[src/rtl/cpu_sequencer.sv]
// cpu_sequencer: eight-phase instruction sequencer for a small accumulator CPU.
// One instruction takes eight phases: fetch the instruction byte into the IR,
// then decode it into the control strobes for the operand access.
// A HLT instruction parks the sequencer in phase 4 until run is pulsed.
//
// Ports
//   clk           positive-edge clock
//   rst_          asynchronous active-low reset
//   mem_data[7:0] instruction byte from memory: [7:5] opcode, [4:0] address
//   zero          accumulator-is-zero flag, used by SKZ in phase 6
//   run           resume request, only looked at while halted
//   phase[2:0]    current sequencer phase
//   opcode[2:0]   IR[7:5]
//   operand_addr  IR[4:0], load data for the program counter
//   sel, mem_rd, mem_wr, load_ir, load_ac, load_pc, inc_pc, data_e, halt
//                 active-high control strobes
//
// state      | meaning
// INST_ADDR  | put PC on the address bus
// INST_FETCH | read instruction byte
// INST_LOAD  | IR captures mem_data at the end of this phase
// IDLE       | settle
// OP_ADDR    | bump PC; parking phase while halted
// OP_FETCH   | operand read for ALU ops
// ALU_OP     | ALU / jump / store / skip decision
// STORE      | write back or complete, then wrap to INST_ADDR
module cpu_sequencer (
  input  logic       clk,
  input  logic       rst_,
  input  logic [7:0] mem_data,
  input  logic       zero,
  input  logic       run,
  output logic [2:0] phase,
  output logic [2:0] opcode,
  output logic [4:0] operand_addr,
  output logic       sel,
  output logic       mem_rd,
  output logic       mem_wr,
  output logic       load_ir,
  output logic       load_ac,
  output logic       load_pc,
  output logic       inc_pc,
  output logic       data_e,
  output logic       halt
);

  typedef enum logic [2:0] {
    INST_ADDR  = 3'd0,
    INST_FETCH = 3'd1,
    INST_LOAD  = 3'd2,
    IDLE       = 3'd3,
    OP_ADDR    = 3'd4,
    OP_FETCH   = 3'd5,
    ALU_OP     = 3'd6,
    STORE      = 3'd7
  } phase_t;

  localparam logic [2:0] OP_HLT = 3'd0;
  localparam logic [2:0] OP_SKZ = 3'd1;
  localparam logic [2:0] OP_ADD = 3'd2;
  localparam logic [2:0] OP_AND = 3'd3;
  localparam logic [2:0] OP_XOR = 3'd4;
  localparam logic [2:0] OP_LDA = 3'd5;
  localparam logic [2:0] OP_STO = 3'd6;
  localparam logic [2:0] OP_JMP = 3'd7;

  phase_t     state, state_nxt;
  logic       halted, halted_nxt;
  logic [7:0] ir;
  logic       is_aluop;

  assign phase        = state;
  assign opcode       = ir[7:5];
  assign operand_addr = ir[4:0];
  assign is_aluop     = (opcode == OP_ADD) || (opcode == OP_AND) ||
                        (opcode == OP_XOR) || (opcode == OP_LDA);

  always_ff @(posedge clk or negedge rst_) begin
    if (!rst_) begin
      state  <= INST_ADDR;
      halted <= 1'b0;
      ir     <= 8'h00;
    end else begin
      state  <= state_nxt;
      halted <= halted_nxt;
      if (state == INST_LOAD) ir <= mem_data;
    end
  end

  always_comb begin
    state_nxt  = phase_t'(state + 3'd1);
    halted_nxt = halted;
    sel        = 1'b0;
    mem_rd     = 1'b0;
    mem_wr     = 1'b0;
    load_ir    = 1'b0;
    load_ac    = 1'b0;
    load_pc    = 1'b0;
    inc_pc     = 1'b0;
    data_e     = 1'b0;
    halt       = 1'b0;

    case (state)
      INST_ADDR: sel = 1'b1;
      INST_FETCH: begin
        sel    = 1'b1;
        mem_rd = 1'b1;
      end
      INST_LOAD: begin
        sel     = 1'b1;
        mem_rd  = 1'b1;
        load_ir = 1'b1;
      end
      IDLE: begin
        sel     = 1'b1;
        load_ir = 1'b1;
      end
      OP_ADDR: begin
        halt   = (opcode == OP_HLT);
        inc_pc = !halted;
        if (halted) begin
          // run is only honoured once the halted flag is already set, so a
          // run held high on the entry cycle cannot skip the halt.
          if (run) begin
            halted_nxt = 1'b0;
            state_nxt  = OP_FETCH;
          end else begin
            state_nxt  = OP_ADDR;
          end
        end else if (opcode == OP_HLT) begin
          halted_nxt = 1'b1;
          state_nxt  = OP_ADDR;
        end
      end
      OP_FETCH: mem_rd = is_aluop;
      ALU_OP: begin
        mem_rd  = is_aluop;
        load_ac = is_aluop;
        load_pc = (opcode == OP_JMP);
        data_e  = (opcode == OP_STO);
        inc_pc  = (opcode == OP_SKZ) && zero;
      end
      STORE: begin
        mem_rd  = is_aluop;
        load_ac = is_aluop;
        load_pc = (opcode == OP_JMP);
        data_e  = (opcode == OP_STO);
        mem_wr  = (opcode == OP_STO);
      end
      default: ;
    endcase
  end

endmodule

[config.mk]
export PLATFORM = sky130hd
export DESIGN_NAME = cpu_sequencer
export DESIGN_NICKNAME = d
export VERILOG_FILES = /design/src/rtl/cpu_sequencer.sv
export SDC_FILE = /design/constraint.sdc
export NUM_CORES = 1
export LEC_CHECK = 0
export ABC_AREA = 1
export CAP_MARGIN = 20
export CORE_UTILIZATION = 40
export CTS_CLUSTER_SIZE = 12
export DETAILED_ROUTE_END_ITERATION = 10
export PLACE_DENSITY = 0.77
export SYNTH_ARGS = -nofsm -noshare
export SYNTH_HDL_FRONTEND = slang
export SYNTH_SLANG_ARGS = --single-unit
export TNS_END_PERCENT = 100
[constraint.sdc]
create_clock -name clk -period 1.4 [get_ports clk]
set_input_delay 0.14 -clock clk [delete_from_list [all_inputs] [get_ports clk]]
set_output_delay 0.14 -clock clk [all_outputs]
set_load 0.01 [all_outputs]
==> metrics <==
status complete, but fails checks; failing checks design-rule violations, negative setup slack; GRT overflow 0; leakage 0.702 nW; Die Ht between 40 and 50 um; Layout Skew between 0.003 and 0.004 ns; crit-path cells ha_2 > ha_4 > nor2_4 > buf_4 > nor3b_2 > buf_2; class of the worst hold path in2async; YS warnings 0; gr usage total 25.4%; Peak supply drop ~1700 uV; cell count after synthesis 85; routability cong. slightly below 0.8; CTS buffer count 3; diode count 0; Initial Util 45.1%; # nets final 161; Clock Tree Root clkbuf_4; first-pass GRT wire length around 3.6 mm; die width 44.2 um; required time of the critical path 1.26 ns; Reg clk slew, reported paths around 0.080 ns; Vias roughly 770; Clock Path Buffers 2; achievable clock frequency 603 MHz; sequential share of the synthesized area 42.3%; Crit path arrival time 1.52 ns; PwrDens 2430 nW/um^2; most frequent cells in the layout 22 x nand2_1, 22 x buf_4, 16 x clkdlybuf4s50_1; Std-Cell Core Area 1580 um^2; Num Clock Sinks 12; P&R area growth vs syn 83.5%; slowest cell on the critical path dfrtp_1; vias in the first global route approximately 800; Overall Power 3.17 mW; max-cap violations 0; smallest setup slack after layout -0.258 ns; DPL Wire Length 1.40 mm; Final period util 118%; final WL 2.14 mm; Syn Area/Cell approximately 8.4 um^2; relative slew slack 61.7%; Crit. End Element output pin; Detailed Routing Iterations Pass 1 7; cts hold-fix bufs 0; fin crit period 1.66 ns; DRC Markers 3; die area 1950 um^2; Post-Syn Area 711 um^2; final instance area 1300 um^2; Crit path largest cell delay ~0.41 ns; share of post-route cells with drive strength above 1 42.3%; largest net degree at the start of global routing 13; Initial DRC Count 25; CP Launch Type flop; Setup violations, final 8; initial antenna violation count 0; CP Max Fanout 4; Yosys cell types 18; Slew Limit Fails 0; ANT nets after route 0; CP Class reg2out; Worst Max-Slew Pin Slew 0.573 ns; fillers between 90 and 100; Vias/cell 4.89; Post-Syn Nets 103; unrepaired setup endpoints after global routing yes; Avg WL per Cell 13.6 um; clock latency on the worst-skew pair 0.27 ns; Post-DP Area around 1200 um^2; Hold WS between 0.2 and 0.25 ns; row count 14; I/O Buffers 31; Yosys reg bits 12; Final Hold Vio Count 0; io pins 32; H-tree lvl count 1; CTS tree yes
[flip-flops by register name, indices dropped and copies added (netlist names)]
register	count
halted	1
ir	8
phase	3
[stage by stage]
stage	utilization, %	TNS [ns]	setup slack (ns)	instances
after global routing	82.7	-2.13	-0.313	158
after floorplan	-	0	0.0627	85
after detailed placement	73.5	-2.45	-0.369	146
after global placement	73.5	-2.04	-0.293	146
final	82.7	-1.54	-0.258	158
after CTS	79.5	-1.31	-0.249	157
[Yosys cell counts (all sizes together)]
library cell | number | area [um^2]
nand3 | 12 | 72.6
nor2 | 6 | 25.0
xnor2 | 1 | 8.76
nor3 | 1 | 5.00
inv | 13 | 48.8
a21oi | 3 | 22.5
ha | 6 | 75.1
nand2 | 25 | 110
o21ai | 3 | 15.0
nor3b | 2 | 20.0
dfrtp | 12 | 300
buf | 1 | 7.51
[kinds of logic after synthesis]
group	after synthesis	synth area share [%]
buffers and inverters	14	7.92
xor gates and xnor gates	1	1.23
adders and majority gates	6	10.6
AOI/OAI and AO/OA	6	5.28
and+or+nand+nor	46	32.7
DFF	12	42.3
[power breakdown]
group	switching, mW	internal, mW	total (mW)
clock network	0.117	0.158	0.275
registers	0.165	0.531	0.696
logic	1.06	1.14	2.20
total	1.34	1.83	3.17
[final timing paths]
path                        startpoint        to  slack (ns)  cells after the start
setup reg to reg              phase[0]  phase[0]        0.04                      9
hold reg to reg                  ir[1]     ir[1]        0.47                      2
min in group clk           mem_data[2]     ir[2]        0.42                      3
hold / removal                    rst_     ir[0]        0.23                      1
setup / recovery              phase[0]   load_pc       -0.26                      6
max in group asynchronous         rst_  phase[1]        0.76                      1
[timing repair]
item                                    4_1_cts  5_1_grt
endpoints found under the setup margin       13       15
resized for setup                            52       11
setup buffers                                 7        1
pin swaps                                     2        2
[routing by layer]
| layer | GRT usage, % | share of wire, % | vias up |
|---|---|---|---|
| met5 | 0 | 0 | - |
| met4 | 13.3 | 2.1 | 0 |
| met3 | 3.67 | 3.6 | 4 |
| met2 | 39.4 | 49 | 25 |
| met1 | 34.4 | 45 | 360 |
| li1 | - | - | 383 |
[final cells by class]
| cell class | instances | area, um^2 | area share, % |
|---|---|---|---|
| repair buffers | 54 | 457 | 35.0 |
| well taps | 16 | 20.0 | 1.54 |
| multi-input cells | 59 | 439 | 33.7 |
| clock buffers | 4 | 36.3 | 2.78 |
| inverters | 13 | 48.8 | 3.74 |
| flip-flops and latches | 12 | 303 | 23.2 |
[critical path: cells and delay by family, from the launching register on]
| family | cells | cell delay, ns |
|---|---|---|
| DFF | 1 | 0.41 |
| adders and majority gates | 2 | 0.39 |
| buffers and inverters | 2 | 0.28 |
| and+or+nand+nor | 2 | 0.16 |
Power figures use the tool's default switching activity.
